[config.mk]
export PLATFORM = sky130hd
export DESIGN_NAME = apuf_crp_sequencer
export DESIGN_NICKNAME = d
export VERILOG_FILES = /design/src/rtl/apuf_pkg.sv /design/src/rtl/apuf_lfsr64.sv /design/src/rtl/apuf_crp_sequencer.sv
export SDC_FILE = /design/constraint.sdc
export NUM_CORES = 1
export LEC_CHECK = 0
export ABC_CLOCK_PERIOD_IN_PS = 8690
export BUFFER_PORTS_ARGS = -buffer_cell sky130_fd_sc_hd__buf_2
export CAP_MARGIN = 20
export CORE_AREA = 2 2 127 117
export CTS_BUF_LIST = sky130_fd_sc_hd__clkbuf_4 sky130_fd_sc_hd__clkbuf_8
export DETAILED_ROUTE_END_ITERATION = 10
export DIE_AREA = 0 0 129 119
export PLACE_DENSITY_LB_ADDON = 0.15
export SLEW_MARGIN = 15
export SYNTH_ARGS = -nofsm -noshare
export SYNTH_HDL_FRONTEND = slang
export SYNTH_SLANG_ARGS = --single-unit
[constraint.sdc]
create_clock -name clk -period 8.69 [get_ports clk]
set_input_delay 1.738 -clock clk [delete_from_list [all_inputs] [get_ports clk]]
set_output_delay 1.738 -clock clk [all_outputs]
set_load 0.005 [all_outputs]
[src/rtl/apuf_pkg.sv]
// Shared constants and FSM state type for the arbiter-PUF CRP sequencer.
package apuf_pkg;

  localparam int unsigned NSTAGE = 64;

  // Fibonacci taps 64,63,61,60 expressed as bit positions 63,62,60,59.
  localparam logic [63:0] LfsrTaps    = 64'hD800_0000_0000_0000;
  localparam logic [63:0] DefaultSeed = 64'h0000_0000_ACE1_0001;

  typedef enum logic [2:0] {
    StIdle,
    StSettle,
    StFire,
    StWait,
    StRest,
    StDone
  } state_e;

endpackage

[src/rtl/apuf_lfsr64.sv]
// 64-bit left-shifting Fibonacci LFSR used as the internal challenge source.
module apuf_lfsr64
  import apuf_pkg::*;
#(
  parameter logic [63:0] SEED = DefaultSeed
) (
  input  logic        clk,
  input  logic        rst,
  input  logic        en,
  output logic [63:0] state
);

  logic [63:0] state_q, state_d;
  logic        fb;

  always_comb begin
    fb      = ^(state_q & LfsrTaps);
    state_d = en ? {state_q[62:0], fb} : state_q;
  end

  always_ff @(posedge clk or posedge rst) begin
    if (rst) begin
      state_q <= SEED;
    end else begin
      state_q <= state_d;
    end
  end

  assign state = state_q;

endmodule

[src/rtl/apuf_crp_sequencer.sv]
// Drives one challenge onto the arbiter PUF, launches it NREP times, majority-votes the
// synchronized responses and hands the resulting CRP record out over valid/ready.
module apuf_crp_sequencer
  import apuf_pkg::*;
#(
  parameter int unsigned NREP    = 7,
  parameter int unsigned SETTLE  = 4,
  parameter int unsigned TIMEOUT = 255,
  parameter logic [63:0] SEED    = DefaultSeed
) (
  input  logic              clk,
  input  logic              rst,
  input  logic              start,
  input  logic              chal_src,
  input  logic [NSTAGE-1:0] chal_in,
  output logic              busy,
  output logic [NSTAGE-1:0] cT,
  output logic [NSTAGE-1:0] cB,
  output logic              tigSignal,
  input  logic              respReady,
  input  logic              respBit,
  output logic              crp_valid,
  input  logic              crp_ready,
  output logic [NSTAGE-1:0] crp_chal,
  output logic              crp_resp,
  output logic [3:0]        crp_ones,
  output logic              crp_err
);

  localparam logic [7:0] SettleLast  = 8'(SETTLE - 1);
  localparam logic [7:0] TimeoutLast = 8'(TIMEOUT - 1);
  localparam logic [3:0] NRep        = 4'(NREP);
  localparam logic [3:0] Majority    = 4'(NREP >> 1);

  state_e              state_q, state_d;
  logic [7:0]          cnt_q, cnt_d;
  logic [3:0]          ones_q, ones_d;
  logic [3:0]          rep_q, rep_d;
  logic                err_q, err_d;
  logic                src_q, src_d;
  logic [NSTAGE-1:0]   chal_q, chal_d;
  logic                rr_s1_q, rr_s_q, rr_q;
  logic                rb_s1_q, rb_s_q;
  logic                capture;
  logic                lfsr_en;
  logic [63:0]         lfsr_state;

  apuf_lfsr64 #(
    .SEED (SEED)
  ) u_lfsr (
    .clk   (clk),
    .rst   (rst),
    .en    (lfsr_en),
    .state (lfsr_state)
  );

  // respReady/respBit come from the PUF arbiter, asynchronous to clk.
  always_ff @(posedge clk or posedge rst) begin
    if (rst) begin
      rr_s1_q <= 1'b0;
      rr_s_q  <= 1'b0;
      rr_q    <= 1'b0;
      rb_s1_q <= 1'b0;
      rb_s_q  <= 1'b0;
    end else begin
      rr_s1_q <= respReady;
      rr_s_q  <= rr_s1_q;
      rr_q    <= rr_s_q;
      rb_s1_q <= respBit;
      rb_s_q  <= rb_s1_q;
    end
  end

  assign capture = rr_s_q & ~rr_q;

  always_ff @(posedge clk or posedge rst) begin
    if (rst) begin
      state_q <= StIdle;
      cnt_q   <= '0;
      ones_q  <= '0;
      rep_q   <= '0;
      err_q   <= 1'b0;
      src_q   <= 1'b0;
      chal_q  <= '0;
    end else begin
      state_q <= state_d;
      cnt_q   <= cnt_d;
      ones_q  <= ones_d;
      rep_q   <= rep_d;
      err_q   <= err_d;
      src_q   <= src_d;
      chal_q  <= chal_d;
    end
  end

  always_comb begin
    state_d = state_q;
    cnt_d   = cnt_q;
    ones_d  = ones_q;
    rep_d   = rep_q;
    err_d   = err_q;
    src_d   = src_q;
    chal_d  = chal_q;
    lfsr_en = 1'b0;
    unique case (state_q)
      StIdle: begin
        if (start) begin
          chal_d  = chal_src ? lfsr_state : chal_in;
          src_d   = chal_src;
          ones_d  = '0;
          rep_d   = '0;
          err_d   = 1'b0;
          cnt_d   = '0;
          state_d = StSettle;
        end
      end
      StSettle: begin
        if (cnt_q == SettleLast) begin
          cnt_d   = '0;
          state_d = StFire;
        end else begin
          cnt_d = cnt_q + 8'd1;
        end
      end
      StFire: begin
        cnt_d   = '0;
        state_d = StWait;
      end
      StWait: begin
        if (capture) begin
          ones_d  = ones_q + {3'b000, rb_s_q};
          rep_d   = rep_q + 4'd1;
          cnt_d   = '0;
          state_d = StRest;
        end else if (cnt_q == TimeoutLast) begin
          err_d   = 1'b1;
          state_d = StDone;
        end else begin
          cnt_d = cnt_q + 8'd1;
        end
      end
      StRest: begin
        // Settle time only starts counting once the PUF has dropped respReady.
        if (rr_s_q) begin
          cnt_d = '0;
        end else if (cnt_q == SettleLast) begin
          cnt_d   = '0;
          state_d = (rep_q < NRep) ? StFire : StDone;
        end else begin
          cnt_d = cnt_q + 8'd1;
        end
      end
      StDone: begin
        if (crp_ready) begin
          lfsr_en = src_q;
          state_d = StIdle;
        end
      end
      default: state_d = StIdle;
    endcase
  end

  always_comb begin
    busy      = (state_q != StIdle);
    tigSignal = (state_q == StFire) || (state_q == StWait);
    crp_valid = (state_q == StDone);
  end

  assign cT       = chal_q;
  assign cB       = chal_q;
  assign crp_chal = chal_q;
  assign crp_ones = ones_q;
  assign crp_err  = err_q;
  assign crp_resp = (ones_q > Majority) & ~err_q;

endmodule
## Word level (Yosys, flattened, before mapping)

Cells that the tools add are included.

- $add $sub $neg: 3
- Multiply operators: 0
- Divide/modulo/power cells: 0
- Magnitude comparators: 2
- Equality and inequality tests: 17
- Shifts and indexed selects: 0
- Mux-type cells: 27
- Bitwise logic cells: 4
- Reductions and logical operators: 11

Operators with widths:

| kind | count |
|---|---|
| $mux W64 | 1 |
| $reduce_xor A64 Y1 | 1 |
| $mux W8 | 5 |
| $pmux W8 S5 | 1 |
| $mux W3 | 8 |
| $pmux W3 S6 | 1 |
| $pmux W4 S2 | 2 |
| $ne A2 B2 Y1 const B | 7 |
| $mux W4 | 3 |
| $add A8 B1 Y8 const B | 1 |
| $eq A8 B2 Y1 const B | 1 |
| $eq A8 B8 Y1 const B | 1 |
| $eq A3 B2 Y1 const B | 2 |
| $eq A3 B3 Y1 const B | 2 |
| $ne A3 B3 Y1 const B | 2 |
| $reduce_and A3 Y1 | 2 |
| $reduce_and A6 Y1 | 1 |
| $mux W1 | 5 |
| $reduce_bool A5 Y1 | 1 |
| $add A4 B1 Y4 | 1 |
| $add A4 B1 Y4 const B | 1 |
| $gt A4 B2 Y1 const B | 1 |
| $lt A4 B3 Y1 const B | 1 |
| $reduce_and A4 Y1 | 1 |
| other kinds (10) | 12 |

- Flip-flop bits (word level): 154
- Bits in latches: 0
- Memory bits (writable): 0
- ROM bits: 0
- Input port bits: 71
- Output and inout port bits: 201
- Word-level logic and storage cells: 77
- Memories: 0

## Longest topological paths before layout

Gate-level depths: netlist of run 1.

- Word-level depth: 5
- Depth in mapped cells: 8
- Gate-level depth less buffers: 7

## By module

From an unflattened synthesis of run 1, not the netlist that was laid out.

- Cell total of the unflattened synthesis: 685
- Area total of the unflattened synthesis: 7876.3 um2

Modules (own cells, without submodules):

| module | times used | cells each | area an instance (um2) | sequential area each (um2) |
|---|---|---|---|---|
| apuf_crp_sequencer | 1 | 545 | 5262.5 | 2252.2 |
| apuf_lfsr64 | 1 | 140 | 2613.8 | 1612.8 |

## Worst setup path before layout of run 1

OpenSTA, ideal clock, no wires.

- Kind: input to register
- From: input start
- To: register state_q[0]
- Setup time: 0.128 ns
- Arrival: 2.611 ns
- Required time: 8.562 ns
- Setup slack: 5.952 ns
- Cell stages on the path: 4
- Buffers on the path: 0
- Cells stage by stage: nor2b_1 -> o31a_1 -> o221ai_2 -> mux2_1

- Word-level cells in the longest chain between the ends: 2

Ends and longest elaborated chain:

| item | RTL line | source |
|---|---|---|
| from (decl) | apuf_crp_sequencer.sv:13 | `input logic start,` |
| $ne A2 B2 Y1 (no line) | -- |  |
| $reduce_and A6 Y1 (no line) | -- |  |
| to (signal assigned) | apuf_crp_sequencer.sv:78 | `state_q <= StIdle;` |
| to (signal assigned) | apuf_crp_sequencer.sv:86 | `state_q <= state_d;` |
| to (decl) | apuf_crp_sequencer.sv:35 | `state_e state_q, state_d;` |

No other way between the ends.
A chain may end at the register's enable or synchronous reset.

## Final worst setup path of run 1

- From: register state_q[1]
- To: output busy

- Word-level cells in the longest chain between the ends: 1

Ends and longest elaborated chain:

| item | RTL line | source |
|---|---|---|
| $reduce_bool A3 Y1 | apuf_crp_sequencer.sv:164 | `busy = (state_q != StIdle);` |
| to (decl) | apuf_crp_sequencer.sv:16 | `output logic busy,` |

No other way between the ends.

==> run_results.csv, run 1 <==
group,metric,value,unit
routing,wl,14900,um
floorplan,ios,272,
power_and_ir_drop,powerDensity,303,nW/um2
cts,cts.clk_slew.worst_paths,80,ps
floorplan,rows,42,
routing,ant_nets,0,
logic_synthesis,syn_avg_cell_area,11.4,um2
worst_setup_path,criticalPathCategory,"flop to output port",
logic_synthesis,synth_ff_type,"dfrtp_1",
logic_synthesis,syn_nets,755,
logic_synthesis,synthTopCellsByArea,"dfrtp_1 (47%), buf_4 (13%), mux2_1 (9.3%)",
run_status,status,"finished, final reports clean",
grt,grt_pass1_wl,24000,um
cells_and_area,area_growth_syn_to_layout,12.2,%
cts,cts_buffer_depth,2,
worst_setup_path,worst_ep_required_time,6950,ps
cts,cts_sinks,154,
cts,cts_hold_buffers,0,
worst_setup_path,r2r_slack,6020,ps
timing,rsz0062_at_grt,"no",
power_and_ir_drop,peakVddDrop,0.000187,V
logic_synthesis,synth_top_family_by_area,"multiplexers",
logic_synthesis,synth_fa_ha_area_share,0.811,%
floorplan,dieArea,15400,um2
logic_synthesis,ys_types,42,
routing,drt_iter0_drc,238,
floorplan,die_w,129,um
worst_hold_path,hold_class,"flop to flop",
cells_and_area,finalNonFillerCells,1023,
worst_setup_path,r2r_cells,5,
worst_setup_path,r2r_start,"state_q[1]$_DFFE_PP0P_",
logic_synthesis,synth_edf_count,0,
logic_synthesis,synth_area,7720,um2
logic_synthesis,synth_top_area_share,47.0,%
worst_hold_path,hold_start,"rb_s1_q$_DFF_PP0_",
worst_hold_path,whs_path_depth,0,
logic_synthesis,synthArstFlopShare,100,%
cells_and_area,final_layout_size_suffix_gt1_share,40.1,%
worst_setup_path,r2r-end,"rep_q[0]$_DFFE_PP0P_",
logic_synthesis,yosysWarnings,0,
cts,cts-root-buf,"clkbuf_8",
placement,dpl.hpwl,10200,um
logic_synthesis,ys_seq_area_share,50.1,%
floorplan,die_h,119,um
floorplan,start_util,54.2,%
routing,vias_per_cell,4.93,
routing,wl_per_cell,14.6,um
cells_and_area,post-route-util,60.8,%
grt,grt.total_usage,20.0,%
cells_and_area,design_area,8660,um2
routing,drc,0,
grt,overflow,0,
placement,finalWeightedCongestion,0.747,
timing,maxSlewHeadroom,42.4,%
timing,tightest_slew,864,ps
power_and_ir_drop,swShare,33.8,%
timing,tns,0,ps
cts,cts_resized,0,
worst_setup_path,startpoint_type,"flop",
power_and_ir_drop,clkPwrFrac,23.9,%
cells_and_area,fin_nets,888,
worst_setup_path,crit_path_end_kind,"output port",
cts,numCtsBuffers,17,
worst_setup_path,cp.arrival,1560,ps
timing,hold_violations,0,
timing,fmax,303,MHz
worst_hold_path,holdPathEnd,"rb_s_q$_DFF_PP0_",
cells_and_area,antennaDiodeCount,0,
power_and_ir_drop,p_switching,0.887,mW
logic_synthesis,synth-compound-area-share,6.53,%
power_and_ir_drop,p_leak,4.52,nW
cts,worstSkewPairLatency,440,ps
placement,post_dp_cell_area,8170,um2
logic_synthesis,yosys_register_bits,154,
cts,cts_post_setup_buffers_inserted,0,
timing,fin_crit,3300,ps
routing,vias,5048,
power_and_ir_drop,pwr-share-seq,41.1,%
worst_setup_path,cp_max_fo,13,
run,drv_cap,0,
timing,drv_slew,0,
cts,cts_max_level,4,
logic_synthesis,synthesis.instances,679,
logic_synthesis,yosys.area.top_type,"dfrtp_1",
floorplan,core_area,14200,um2
logic_synthesis,synth_xor_area_share,1.25,%
power_and_ir_drop,power_frac_comb,35.0,%
placement,io_buffers,271,
timing,skew,8.77,ps
logic_synthesis,synthMuxAreaShare,18.2,%
logic_synthesis,synthSimpleGateAreaFrac,7.57,%
power_and_ir_drop,p_int,1.74,mW
grt,grt_pass1_vias,4764,
timing,period_share,38.0,%
grt,antenna_found_initial,0,
placement,dpl.cell_count,990,
cts,cts_tree,"yes",
routing,firstDrtPassIters,4,
grt,grt_max_degree,89,
timing,setup_viol,0,
[cells in the mapped netlist, drive strengths merged, types with 6 or more instances]
cell type and number:
mux2i 66, buf 159, xnor2 7, nor2 85, mux2 66, dfstp 9
o21ai 11, nor3 6, a21oi 68, dfrtp 145, nand2 6
[cells by family (layout without fill, tap and decap cells)]
family          count (synthesis)  in the layout
compound gates                 89             89
xor+xnor                       11             11
fa+ha+maj                       5              5
buf+inv                       165            311
flops                         154            154
mux                           132            132
simple gates                  123            123
[power groups by stage]
stage | Combinational (mW) | Sequential, mW | Clock, mW
2_1_floorplan | 0.831 | 1.08 | 0
3_3_place_gp | 0.926 | 1.08 | 0
3_5_place_dp | 0.930 | 1.10 | 0
4_1_cts | 0.932 | 1.09 | 0.641
5_1_grt | 1.03 | 1.11 | 0.676
6_report | 0.917 | 1.08 | 0.627
[routing by layer]
layer | routed length, um | vias to the layer above | track usage (%)
met5 | 0 | - | 0
met4 | 183 | 0 | 5.43
met3 | 958 | 13 | 5.80
met2 | 7100 | 180 | 31.9
met1 | 6670 | 2412 | 26.7
li1 | - | 2443 | -
[sequential cells by signal, summed over array words and instances, names as in the netlist, 3 cells and up]
register	flops
state_q	3
cnt_q	8
u_lfsr.state	64
cB	64
crp_ones	4
rep_q	4
[how the worst max path moves through the flow]
stage | slack (ps) | cells after the start | start | end
2_1_floorplan | 2820 | 1 | rst | cB[0]$_DFFE_PP0P_
3_3_place_gp | 5040 | 5 | start | rep_q[0]$_DFFE_PP0P_
3_5_place_dp | 4960 | 5 | start | rep_q[0]$_DFFE_PP0P_
4_1_cts | 5370 | 3 | state_q[1]$_DFFE_PP0P_ | busy
5_1_grt | 5260 | 3 | state_q[1]$_DFFE_PP0P_ | busy
6_report | 5390 | 3 | state_q[1]$_DFFE_PP0P_ | busy
[layout by cell type (no fill, tap or decap), types with 2 or more instances in the layout]
cell type,count
nand2b_1,5
xor2_1,4
nand2_1,6
nor2_2,2
dfstp_2,9
ha_1,5
buf_4,3
nand4_1,2
bufinv_16,5
a21oi_1,68
nand3b_1,3
buf_2,270
a22o_1,3
clkbuf_8,19
nor2_1,83
nand3_1,5
o21a_1,2
clkbuf_4,6
inv_1,4
o21ai_2,2
dfrtp_1,145
o21ai_1,2
xnor2_1,7
mux2_1,64
nor3_1,5
mux2i_1,66
o21ai_0,6
a21o_1,2
nor2b_1,3
mux2_2,2
[cell type report]
type                            instances  area [um2]
Timing Repair Buffer                  274        1390
Inverter                                5        23.8
Tap cell                              198         248
Clock inverter                          7         163
Clock buffer                           25         307
Fill cell                            1200        5580
Multi-Input combinational cell        360        2660
Sequential cell                       154        3860
[worst max-delay path, stage by stage (launching register included)]
cell and delay [ps]:
dfrtp_1 550, nor3_2 300, inv_1 120, buf_2 140
[per-stage QoR]
step | power [mW] | hold slack, ps | worst slack [ps]
finish | 2.62 | 351 | 5390
global route | 2.82 | 358 | 5260
CTS | 2.66 | 353 | 5370
detailed placement | 2.03 | 336 | 4960
global placement | 2.01 | 332 | 5040
floorplan | 1.91 | 331 | 2820
(Power assumes the default switching activity.)
==> run 2: changes to the inputs <==
--- a/config.mk
+++ b/config.mk
@@ -5,13 +5,13 @@
 export SDC_FILE = /design/constraint.sdc
 export NUM_CORES = 1
 export LEC_CHECK = 0
-export ABC_CLOCK_PERIOD_IN_PS = 8690
+export ABC_CLOCK_PERIOD_IN_PS = 2800
 export BUFFER_PORTS_ARGS = -buffer_cell sky130_fd_sc_hd__buf_2
 export CAP_MARGIN = 20
-export CORE_AREA = 2 2 127 117
+export CORE_AREA = 2 2 139 127
 export CTS_BUF_LIST = sky130_fd_sc_hd__clkbuf_4 sky130_fd_sc_hd__clkbuf_8
 export DETAILED_ROUTE_END_ITERATION = 10
-export DIE_AREA = 0 0 129 119
+export DIE_AREA = 0 0 141 129
 export PLACE_DENSITY_LB_ADDON = 0.15
 export SLEW_MARGIN = 15
 export SYNTH_ARGS = -nofsm -noshare
==> constraint.sdc (replaced) <==
create_clock -name clk -period 2.8 [get_ports clk]
set_input_delay 0.56 -clock clk [delete_from_list [all_inputs] [get_ports clk]]
set_output_delay 0.56 -clock clk [all_outputs]
set_load 0.005 [all_outputs]
==> run 2 against run 1 <==
Clock-buffer cell count down 5; sequential share of layout area down 0.39 points; worst hold slack worse by 130 ps; sequential power rose to 3.1 times the previous value; core utilization down 8.6 points; routed wire length up 4.9%; register-to-register slack worse by 5300 ps; via count up 0.79%; global-route usage down 2.2 points; die area up 18%; critical path type unchanged.
==> run_results.csv, run 2 (same netlist as run 1, synthesis figures left out) <==
group,metric,value,unit
run_status,status,"finished, final reports clean",
placement,finalWeightedCongestion,0.752,
power_and_ir_drop,powerDensity,922,nW/um2
timing,tightest_slew,722,ps
floorplan,dieArea,18200,um2
timing,hold_violations,0,
cells_and_area,layout_commonest_cell,"buf_2",
timing,period_share,74.8,%
worst_setup_path,crit_slowest_cell,"dfrtp_1",
grt,overflow,0,
cells_and_area,fin_nets,894,
timing,hold_slack,219,ps
routing,drc,0,
cts,cts_post_setup_buffers_inserted,0,
routing,firstDrtPassIters,4,
timing,setup_viol,0,
cts,cts_buffer_depth,2,
power_and_ir_drop,total_power,8.05,mW
timing,tns,0,ps
routing,ant_nets,0,
cts,cts_sinks,154,
floorplan,rows,45,
cts,worstSkewPairLatency,440,ps
floorplan,ios,272,
cts,numCtsBuffers,17,
cells_and_area,area_growth_syn_to_layout,13.2,%
grt,grt_pass1_wl,25400,um
power_and_ir_drop,p_leak,4.54,nW
timing,maxSlewHeadroom,51.8,%
worst_setup_path,cp_max_fo,13,
timing,rsz0062_at_grt,"no",
cts,cts_max_level,4,
floorplan,die_w,141,um
worst_setup_path,cp_cell_sequence,"nor3_2, inv_1, buf_2",
timing,skew,12.8,ps
cells_and_area,finalNonFillerCells,1042,
cells_and_area,nFillCells,1512,
floorplan,core_area,16700,um2
worst_setup_path,cpPeakStageDelay,540,ps
power_and_ir_drop,peakVddDrop,0.000444,V
worst_setup_path,startpoint_type,"flop",
cells_and_area,post-route-util,52.2,%
cts,cts_tree,"yes",
cts,cts_resized,0,
grt,antenna_found_initial,0,
timing,drv_slew,0,
routing,wl_per_cell,15.0,um
timing,fmax,477,MHz
cells_and_area,final_cell_mix,"buf_2 (270), dfrtp_1 (145), nor2_1 (83)",
routing,vias,5088,
worst_setup_path,criticalPathCategory,"flop to output port",
floorplan,die_h,129,um
timing,fin_crit,2090,ps
run,drv_cap,0,
worst_hold_path,hold_class,"input pin to flop",
grt,grt_pass1_vias,5027,
cts,cts-root-buf,"clkbuf_8",
grt,grt_max_degree,71,
worst_setup_path,cp.arrival,1530,ps
routing,wl,15700,um
cells_and_area,final_layout_size_suffix_gt1_share,40.6,%
routing,drt_iter0_drc,129,
routing,vias_per_cell,4.88,
cts,cts.clk_slew.worst_paths,80,ps
cells_and_area,antennaDiodeCount,0,
placement,dpl.hpwl,11300,um
cts,cts_hold_buffers,0,
placement,io_buffers,271,
grt,grt.total_usage,17.8,%
worst_setup_path,crit_path_end_kind,"output port",
floorplan,start_util,46.2,%
placement,dpl.cell_count,1010,
worst_setup_path,worst_ep_required_time,2240,ps
[run 2: cell count changes in the layout (fill, tap and decap cells not counted), sizes merged]
cell      before  now
clkinv         1    6
clkinvlp       1    3
inv            5    4
bufinv         5    4
clkbuf        25   20
buf          274  280
[run 2: final timing paths]
check | startpoint | end | slack (ps) | cells after the start
min | respReady | rr_s1_q$_DFF_PP0_ | 220 | 1
min reg2reg | rb_s1_q$_DFF_PP0_ | rb_s_q$_DFF_PP0_ | 350 | 0
max in group asynchronous | rst | u_lfsr.state[22]$_DFFE_PP1P_ | 1780 | 3
max | state_q[1]$_DFFE_PP0P_ | busy | 710 | 3
min in group asynchronous | rst | cB[22]$_DFFE_PP0P_ | 230 | 2
max reg2reg | state_q[2]$_DFFE_PP0P_ | u_lfsr.state[39]$_DFFE_PP0P_ | 770 | 5
[run 2: critical path, delay by kind of cell (launching register included)]
family,cells,cell delay (ps)
DFF,1,540
and+or+nand+nor,1,290
buffers and inverters,2,250
[run 2: area by class of cell]
class | count | area [um2] | area share, %
clock buffer | 20 | 263 | 3.01
clock inverter | 12 | 173 | 1.98
inverter | 5 | 22.5 | 0.258
multi-input combinational | 360 | 2660 | 30.4
sequential | 154 | 3860 | 44.2
tap | 211 | 264 | 3.02
timing repair buffer | 280 | 1490 | 17.0
[run 2: layer usage]
layer  vias to the layer above  global-route usage, %  routed length [um]
met5                         -                      0                   0
met4                         0                   5.35                 150
met3                        15                   4.91                 882
met2                       159                   29.3                7680
met1                      2464                   23.1                6940
li1                       2450                      -                   -
[run 2: through the flow]
stage          area, um2  setup WS (ps)
4_1_cts             8730            656
3_3_place_gp        8300            839
6_report            8730            705
2_1_floorplan       7720            302
5_1_grt             8730            567
3_5_place_dp        8300            749
[run 2: where the power goes]
| part | total (mW) | internal [mW] | switching [mW] |
|---|---|---|---|
| Clock | 1.82 | 1.01 | 0.814 |
| Combinational | 2.89 | 1.46 | 1.42 |
| Sequential | 3.34 | 2.79 | 0.556 |
